### config.mk
export PLATFORM = sky130hd
export DESIGN_NAME = keccak_pad_buffer
export DESIGN_NICKNAME = d
export VERILOG_FILES = /design/src/rtl/keccak_pad_buffer_pkg.sv /design/src/rtl/keccak_pad_buffer_pad_gen.sv /design/src/rtl/keccak_pad_buffer.sv
export SDC_FILE = /design/constraint.sdc
export NUM_CORES = 2
export LEC_CHECK = 0
export ABC_AREA = 0
export CAP_MARGIN = 20
export CORE_AREA = 10 10 651 653
export CTS_BUF_LIST = sky130_fd_sc_hd__clkbuf_8
export DETAILED_ROUTE_END_ITERATION = 10
export DIE_AREA = 0 0 661 663
export PLACE_DENSITY = 0.3
export SYNTH_ARGS = -nofsm -noshare
export SYNTH_HDL_FRONTEND = slang
export SYNTH_SLANG_ARGS = --single-unit
### constraint.sdc
create_clock -name clk -period 3.29 [get_ports clk]
set_clock_uncertainty 0.1 [all_clocks]
set_input_delay 0.329 -clock clk [delete_from_list [all_inputs] [get_ports clk]]
set_output_delay 0.329 -clock clk [all_outputs]
set_load 0.1 [all_outputs]
### src/rtl/keccak_pad_buffer_pkg.sv
// pkg_keccak
// Shared constants and types for the Keccak pad buffer:
//   - sponge domain-separation suffixes (SHA3 0x06, SHAKE 0x1F)
//   - final pad byte 0x80
//   - default rate in 64-bit lanes (17 lanes = 1088-bit rate)
//   - FSM state type used by the buffer controller
package pkg_keccak;

  localparam int         DEFAULT_RATE_WORDS = 17;
  localparam logic [7:0] SUFFIX_SHA3        = 8'h06;
  localparam logic [7:0] SUFFIX_SHAKE       = 8'h1F;
  localparam logic [7:0] PAD_END            = 8'h80;

  typedef enum logic [1:0] {
    FILL    = 2'd0,
    ISSUE   = 2'd1,
    WAIT_LO = 2'd2,
    WAIT_HI = 2'd3
  } state_t;

endpackage

### src/rtl/keccak_pad_buffer_pad_gen.sv
// keccak_pad_gen
// Combinational byte masking and pad insertion for a single 64-bit lane.
// Bytes 0..nbytes-1 of the input lane are kept and the rest are zeroed.
// When nbytes < 8 the suffix byte is XORed in at byte nbytes. When the lane
// is the last rate lane, 0x80 is XORed into byte 7 (giving 0x86 with the
// SHA3 suffix when both land on the same byte).
// Ports:
//   lane       in  64  raw message lane (little-endian bytes)
//   nbytes     in  4   number of message bytes to keep, 0..8
//   suffix     in  8   domain-separation suffix byte
//   final_lane in  1   lane is the last lane of the rate
//   padded     out 64  masked and padded lane
module keccak_pad_gen
  import pkg_keccak::*;
(
  input  logic [63:0] lane,
  input  logic [3:0]  nbytes,
  input  logic [7:0]  suffix,
  input  logic        final_lane,
  output logic [63:0] padded
);

  always_comb begin
    padded = '0;
    for (int b = 0; b < 8; b++) begin
      if (b < int'(nbytes)) padded[8*b +: 8] = lane[8*b +: 8];
      if (b == int'(nbytes)) padded[8*b +: 8] = padded[8*b +: 8] ^ suffix;
    end
    if (final_lane) padded[63:56] = padded[63:56] ^ PAD_END;
  end

endmodule

### src/rtl/keccak_pad_buffer.sv
// keccak_pad_buffer
// Absorbs 64-bit message words into a rate-sized block buffer, applies
// Keccak multi-rate padding on the final word, and hands each full block to
// a permutation core using a start pulse / ready handshake.
// Optional feature: define KECCAK_SHAKE_EN to add the shake_i port, which
// selects the SHAKE suffix 0x1F instead of the SHA3 suffix 0x06.
// Ports:
//   clk           in  1     clock, rising edge
//   rst_n         in  1     asynchronous active-low reset
//   data_i        in  64    message word, little-endian bytes
//   valid_i       in  1     data_i/last_i/last_bytes_i valid
//   last_i        in  1     current word is the final message word
//   last_bytes_i  in  4     valid bytes in final word (values > 8 act as 8)
//   shake_i       in  1     SHAKE suffix select (only with KECCAK_SHAKE_EN)
//   in_ready_o    out 1     word accepted this cycle when valid_i is high
//   perm_ready_i  in  1     permutation core idle/finished
//   start_o       out 1     one-cycle permutation launch pulse
//   block_o       out 1600  padded block, lane w at bits 64w+63:64w
//   busy_o        out 1     high whenever not in FILL
//   done_o        out 1     one-cycle pulse after the final block completes
module keccak_pad_buffer
  import pkg_keccak::*;
#(
  parameter int RATE_WORDS = DEFAULT_RATE_WORDS
) (
  input  logic          clk,
  input  logic          rst_n,
  input  logic [63:0]   data_i,
  input  logic          valid_i,
  input  logic          last_i,
  input  logic [3:0]    last_bytes_i,
`ifdef KECCAK_SHAKE_EN
  input  logic          shake_i,
`endif
  output logic          in_ready_o,
  input  logic          perm_ready_i,
  output logic          start_o,
  output logic [1599:0] block_o,
  output logic          busy_o,
  output logic          done_o
);

  localparam logic [4:0]  LAST_W       = 5'(RATE_WORDS - 1);
  localparam logic [63:0] PAD_END_LANE = {PAD_END, 56'h0};

  state_t                      state_q, state_d;
  logic [4:0]                  wcnt_q, wcnt_d;
  logic [RATE_WORDS-1:0][63:0] lanes_q, lanes_d;
  logic                        pad_pending_q, pad_pending_d;
  logic                        final_q, final_d;

  logic        xfer, last_xfer, block_done, last_full, spill;
  logic        leave_hi, load_pad;
  logic [3:0]  nbytes;
  logic [7:0]  suffix_now, suffix_pad, suffix_aux;
  logic [4:0]  aux_idx;
  logic [63:0] lane_data, lane_aux;

  // The suffix for the current word comes straight from the input; a
  // deferred pad-only block must reuse the suffix chosen with the last word.
`ifdef KECCAK_SHAKE_EN
  logic shake_q;

  always_ff @(posedge clk or negedge rst_n) begin
    if (!rst_n) begin
      shake_q <= 1'b0;
    end else if (last_xfer) begin
      shake_q <= shake_i;
    end
  end

  assign suffix_now = shake_i ? SUFFIX_SHAKE : SUFFIX_SHA3;
  assign suffix_pad = shake_q ? SUFFIX_SHAKE : SUFFIX_SHA3;
`else
  assign suffix_now = SUFFIX_SHA3;
  assign suffix_pad = SUFFIX_SHA3;
`endif

  assign in_ready_o = (state_q == FILL);
  assign busy_o     = (state_q != FILL);
  assign block_o    = {{(1600 - 64*RATE_WORDS){1'b0}}, lanes_q};

  assign xfer       = valid_i && in_ready_o;
  assign nbytes     = (last_bytes_i > 4'd8) ? 4'd8 : last_bytes_i;
  assign last_xfer  = xfer && last_i;
  assign block_done = xfer && (last_i || (wcnt_q == LAST_W));

  // A full final word in the last lane leaves no room for padding, so the
  // block goes out as-is and padding follows in its own block. A full final
  // word in any other lane pushes the suffix into byte 0 of the next lane.
  assign last_full  = last_xfer && (nbytes == 4'd8) && (wcnt_q == LAST_W);
  assign spill      = last_xfer && (nbytes == 4'd8) && (wcnt_q != LAST_W);

  assign leave_hi   = (state_q == WAIT_HI) && perm_ready_i;
  assign load_pad   = leave_hi && pad_pending_q;

  // The auxiliary pad lane is either the lane after a spilled final word or
  // lane 0 of the deferred pad-only block.
  assign aux_idx    = load_pad ? 5'd0 : (wcnt_q + 5'd1);
  assign suffix_aux = (state_q == FILL) ? suffix_now : suffix_pad;

  keccak_pad_gen u_pad_data (
    .lane       (data_i),
    .nbytes     (nbytes),
    .suffix     (suffix_now),
    .final_lane ((wcnt_q == LAST_W) && (nbytes != 4'd8)),
    .padded     (lane_data)
  );

  keccak_pad_gen u_pad_aux (
    .lane       (64'h0),
    .nbytes     (4'd0),
    .suffix     (suffix_aux),
    .final_lane (aux_idx == LAST_W),
    .padded     (lane_aux)
  );

  // Buffer update. Lanes beyond the current word are always zero while
  // filling (the buffer is cleared after every block), so writing the pad
  // end lane outright is equivalent to XORing 0x80 into it.
  always_comb begin
    lanes_d = lanes_q;
    for (int i = 0; i < RATE_WORDS; i++) begin
      if (leave_hi) lanes_d[i] = '0;
      if (load_pad && i == 0) lanes_d[i] = lane_aux;
      if (load_pad && i == RATE_WORDS - 1 && i != 0) lanes_d[i] = PAD_END_LANE;
      if (xfer && i == int'(wcnt_q)) lanes_d[i] = last_i ? lane_data : data_i;
      if (spill && i == int'(wcnt_q) + 1) lanes_d[i] = lane_aux;
      if (last_xfer && !last_full && i == RATE_WORDS - 1 && i != int'(wcnt_q) &&
          !(spill && i == int'(wcnt_q) + 1)) begin
        lanes_d[i] = PAD_END_LANE;
      end
    end
  end

  // Word counter, deferred-pad flag and "this block ends the message" flag.
  always_comb begin
    wcnt_d        = wcnt_q;
    pad_pending_d = pad_pending_q;
    final_d       = final_q;
    if (block_done) begin
      wcnt_d  = 5'd0;
      final_d = last_i && !last_full;
    end else if (xfer) begin
      wcnt_d = wcnt_q + 5'd1;
    end
    if (last_full) pad_pending_d = 1'b1;
    if (load_pad) begin
      pad_pending_d = 1'b0;
      final_d       = 1'b1;
    end
  end

  always_ff @(posedge clk or negedge rst_n) begin
    if (!rst_n) begin
      lanes_q       <= '0;
      wcnt_q        <= 5'd0;
      pad_pending_q <= 1'b0;
      final_q       <= 1'b0;
    end else begin
      lanes_q       <= lanes_d;
      wcnt_q        <= wcnt_d;
      pad_pending_q <= pad_pending_d;
      final_q       <= final_d;
    end
  end

  // FSM state register.
  always_ff @(posedge clk or negedge rst_n) begin
    if (!rst_n) begin
      state_q <= FILL;
    end else begin
      state_q <= state_d;
    end
  end

  // FSM next state and handshake pulses. The core must drop perm_ready_i
  // (WAIT_LO) and raise it again (WAIT_HI) before the block is retired.
  always_comb begin
    state_d = state_q;
    start_o = 1'b0;
    done_o  = 1'b0;
    unique case (state_q)
      FILL: begin
        if (block_done) state_d = ISSUE;
      end
      ISSUE: begin
        if (perm_ready_i) begin
          start_o = 1'b1;
          state_d = WAIT_LO;
        end
      end
      WAIT_LO: begin
        if (!perm_ready_i) state_d = WAIT_HI;
      end
      WAIT_HI: begin
        if (perm_ready_i) begin
          if (pad_pending_q) begin
            state_d = ISSUE;
          end else begin
            state_d = FILL;
            done_o  = final_q;
          end
        end
      end
      default: state_d = FILL;
    endcase
  end

endmodule

Word level (Yosys, flattened, before mapping):

Index checks and enable logic that the tools add are counted.

* flip-flop bits (word level): 1097
* bits of input ports: 73

* add/sub/neg operators: 2
* order comparisons: 9
* equal/unequal tests: 52
* multiplexer cells: 76
* bitwise logic cells: 9
* reduce and logical (&&, ||, !) cells: 76

Operators by type and width (count)
* 64-bit 2-to-1 mux: 39
* 5-bit by 32-bit == test with 1-bit output, first input constant: 8
* 4-bit by 32-bit == test with 1-bit output, first input constant: 4
* 8-bit 2-to-1 mux: 10
* 3-bit by 32-bit == test with 1-bit output, first input constant: 2
* 1-bit logical AND: 47
* 5-bit == test, first input constant: 9
* 3-bit nonzero test: 15
* 2-bit by 32-bit == test with 1-bit output, first input constant: 1
* 32-bit logical NOT: 1
* 3-bit 2-to-1 mux: 8
* 4-bit by 5-bit == test with 1-bit output, first input constant: 4
* 4-bit == test, first input constant: 4
* 3-bit by 4-bit < comparator with 1-bit output, first input constant: 4
* 2-bit inverter: 8
* 5-bit 2-to-1 mux: 3
* 3-bit by 5-bit == test with 1-bit output, first input constant: 2
* 5-bit == test, second input constant: 2
* 1-bit 2-to-1 mux: 10
* 3-bit by 4-bit == test with 1-bit output, first input constant: 2
* 1-bit by 4-bit < comparator with 1-bit output, first input constant: 2
* 2-bit by 4-bit < comparator with 1-bit output, first input constant: 2
* 2-bit 2-to-1 mux: 4
* 2-bit one-hot mux with 4 select lines: 1
* other kinds (25): 32

Logic depth before layout (Yosys ltp):

* word-level depth: 11
* depth in mapped cells: 11

Modules after synthesis:

Synthesis repeated with hierarchy kept, for this count alone.

* cell total of the unflattened synthesis: 6701
* area, all modules: 57212.4 µm²

By module, submodules not included
* keccak_pad_buffer: instances 1, cells each 6397, area an instance 55288.0 µm², seq. area each 27451.3 µm²
* keccak_pad_gen: instances 2, cells each 152, area an instance 962.2 µm², seq. area each 0.0 µm²

Least setup slack after synthesis:

Ideal clock, no wire load.

* path kind: register to output
* from: reg state_q[1]
* to: out done_o
* arrival: 3.593 ns
* path slack: -0.732 ns
* cell stages (with the launch flop): 7
* cell sequence: dfrtp_1 ha_1 nand2_1 clkbuf_1 clkbuf_1 clkbuf_1 nor3b_1

* longest elaborated chain between the ends: 2

RTL lines
* start, declared: RTL line keccak_pad_buffer.sv:46 `state_t state_q, state_d;`
* start signal, assigned: RTL line keccak_pad_buffer.sv:173 `state_q <= state_d;`
* 2-bit == test: RTL line keccak_pad_buffer.sv:183 `unique case (state_q)`
* 1-bit 2-to-1 mux: RTL line keccak_pad_buffer.sv:183
* end, declared: RTL line keccak_pad_buffer.sv:40 `output logic done_o`

Every way passes these cells.

Worst setup path after layout:

* from: reg lanes_q, in the netlist block_o[663]
* to: out block_o[663]

RTL lines
* start, declared: RTL line keccak_pad_buffer.sv:48 `logic [RATE_WORDS-1:0][63:0] lanes_q, lanes_d;`
* start signal, assigned: RTL line keccak_pad_buffer.sv:161 `lanes_q <= lanes_d;`
* end, declared: RTL line keccak_pad_buffer.sv:38 `output logic [1599:0] block_o,`

No word-level cell between the ends.

==> results.toml <==
[sta]
setup_viol = 0
worst_slew_pin_slew_ns = 1.20
fin_crit_ns = 3.13
max_freq_ghz = 0.320
slew_headroom = 0.203
min_period_over_period = 0.951
rsz0062_at_grt = "false"
worst_slack_ns = 0.161
hold_viol = 0
slew_viol_final = 0

[grt]
grt_usage = 0.158
antenna_found_initial = 76
grt_pass1_wl_um = 469000
use_met1 = 0.176
gr-max-usage-layer = "met2"
use_met3 = 0.0424
grt_pass1_vias = 45200
overflow = 0
grt_max_degree = 120
grtUsageMet2 = 0.284

[final_layout]
nNetsFinal = 6678
fillers = 46000
utilization = 0.174
final_cell_area_um2 = 71500
stdcell_count = 12300
syn2layout_area_growth_pct = 44.9
drive_gt1_frac = 0.200

[clock_tree]
cts_setup_buffers = 0
cts-root-buf = "clkbuf_8"
clkSlewWorstSetupHoldPaths_ns = 0.07
htreeDepth = 4
clk_path_buf_depth = 4
cts_buffers = 232
clock-sinks = 1097
cts_tree = "built"
worst_skew_pair.late_latency_ns = 1.08

[placement]
post_dp_cell_area_um2 = 66900
dp_slack_ns = -0.132
port-buffer-count = 1164
place_hpwl_um = 267000
dp.cells = 11800
place_congestion = 0.780

[setup_path]
crit_chain = "clkdlybuf4s50_1"
cpLargestDelayFamily = "buffers and inverters"
critical_path_arrival_ns = 2.70
path_buf_inv = 1
max_stage_delay_ns = 1.19
cp.required_ns = 2.86
crit_slowest_cell = "clkdlybuf4s50_1"
crit_type = "flip-flop to output pin"
worst-r2r-setup-slack_ns = 0.20
endpoint_kind = "output pin"
worstPathMaxFanout = 2
startpoint_type = "flip-flop"

[logic_synthesis]
synth_commonest_cells = "dfrtp_1, nor2_1, nand3_1, buf_4, a31oi_1"
synth_top_area_frac = 0.557
ys_ff_latch = 1097
synth_top_area_cell = "dfrtp_1"
yosysMostFrequentCell = "dfrtp_1"
seq_area_frac_synth = 0.557
syn_inst = 5397
syn_area_per_cell_um2 = 9.14
netlist_area_um2 = 49300
synth_cell_types = 54
synthesis.yosys.warnings = 0
async_flop_share = 1.00
ys_dominant_reg_cell = "dfrtp_1"
yosys-top-cells-area = "dfrtp_1, buf_4, nor2_1, a31oi_1, nand3_1"
synth-edff-count = 0

[power_and_ir_drop]
vdd_drop_max_mv = 0.542
p_leak_nw = 32.6
power_density_nw_per_um2 = 761
power_mw = 54.3

[floorplanning]
fp.dieH_um = 663
fp.dieArea_um2 = 438000
core_area_um2 = 411000
dieWidth_um = 661
io_pins = 1677
initial_utilization = 0.120
num_rows = 236

[outcome]
violations = "antenna violations"
outcome = "finished with violations"

[drt]
viasPerCell = 3.77
dr.pass1.iters = 6
wl_um = 366000
drcViolationCount = 0
ant_nets = 1
wl_per_cell_um = 29.8
drt_iter0_drc = 3980
vias = 46100

[min_path]
hp-class = "input port to flip-flop"

[run]
max-cap-violations = 0
## report_power, final
| group | total [mW] | leakage (nW) | internal (mW) | switching (mW) |
|---|---|---|---|---|
| registers | 16.0 | 15.2 | 14.9 | 1.06 |
| logic | 23.2 | 14.7 | 3.69 | 19.5 |
| clock network | 15.2 | 2.60 | 8.05 | 7.11 |
| total | 54.3 | 32.6 | 26.7 | 27.7 |
## cell type report
class	count	area [µm²]	share of cell area
timing repair buffer	1496	14200	0.198
inverter	7	26.3	0.000368
clock inverter	107	671	0.00939
sequential	1097	27500	0.384
tap	5474	6850	0.0959
multi-input combinational	3760	18400	0.258
clock buffer	276	3800	0.0532
antenna	37	92.6	0.00130
## kinds of logic after synthesis
group / Yosys count / share of synthesized area
AND/OR/NAND/NOR: 2068 / 0.177
AO/OA/AOI/OAI: 1164 / 0.139
flip-flops: 1097 / 0.557
buffers and inverters: 1051 / 0.123
adder cells (fa/ha/maj): 11 / 0.00279
multiplexers: 5 / 0.00152
other: 1 / 0.0000761
## sequential cells by signal (all words and copies together) (netlist names)
| register | cells |
|---|---|
| wcnt_q | 5 |
| state_q | 2 |
| pad_pending_q | 1 |
| final_q | 1 |
| block_o | 1088 |
## through the flow
stage | hold WS (ns) | TNS (ns)
floorplan | -0.0666 | 0
global placement | 0.366 | -0.317
detailed placement | 0.365 | -0.409
CTS | 0.000872 | 0
global route | 0.0952 | 0
finish | 0.131 | 0
## worst paths after layout
check	startpoint	to	cells after the start
worst min-delay path	data_i[55]	block_o[1015]$_DFFE_PN0P_	4
min in group asynchronous	rst_n	block_o[272]$_DFFE_PN0P_	3
max in group asynchronous	rst_n	block_o[134]$_DFFE_PN0P_	3
worst max-delay path	block_o[663]$_DFFE_PN0P_	block_o[663]	1
worst max register to register	state_q[0]$_DFFE_PN0P_	block_o[877]$_DFFE_PN0P_	11
worst min register to register	block_o[1078]$_DFFE_PN0P_	block_o[1078]$_DFFE_PN0P_	2
## layout by cell type (no fill, tap or decap), types with 11 or more instances in the layout
cell,netlist,routed
a31oi_1,477,477
o21ai_4,0,12
and2_1,29,16
nand2_1,451,428
nand3_1,559,552
dfrtp_1,1097,1097
o21ai_1,22,12
nand2_4,0,18
clkdlybuf4s50_1,0,563
a21oi_1,342,340
inv_1,7,87
o221ai_1,22,22
buf_12,0,118
o21ai_0,83,81
o22ai_1,189,187
diode_2,0,37
clkbuf_8,0,276
nand2_2,6,11
nor2_4,1,19
conb_1,1,512
buf_4,520,803
and2_2,0,13
nor2_1,975,958
## layer usage
| metal | vias to the layer above | share of wire |
|---|---|---|
| met3 | 509 | 0.081 |
| met2 | 2104 | 0.50 |
| met4 | 22 | 0.046 |
| met1 | 23600 | 0.37 |
| li1 | 19900 | - |
| met5 | - | 0.00033 |
## worst reg2reg max path, cell delays in order (launching register included)
cell,delay [ns]
dfrtp_1,0.41
inv_1,0.16
ha_2,0.32
nand4_1,0.22
buf_4,0.23
a211oi_2,0.23
buf_4,0.19
nand3_2,0.08
buf_4,0.22
nor2_4,0.15
buf_12,0.27
nor2_1,0.29
## repair_timing
item,in CTS,in global routing
endpoints found under the setup margin,8,3
endpoints found under the hold margin,1006,0
gates resized for setup,8,1
hold buffers,3,0
No activity file was read; power rests on OpenSTA's default activity.
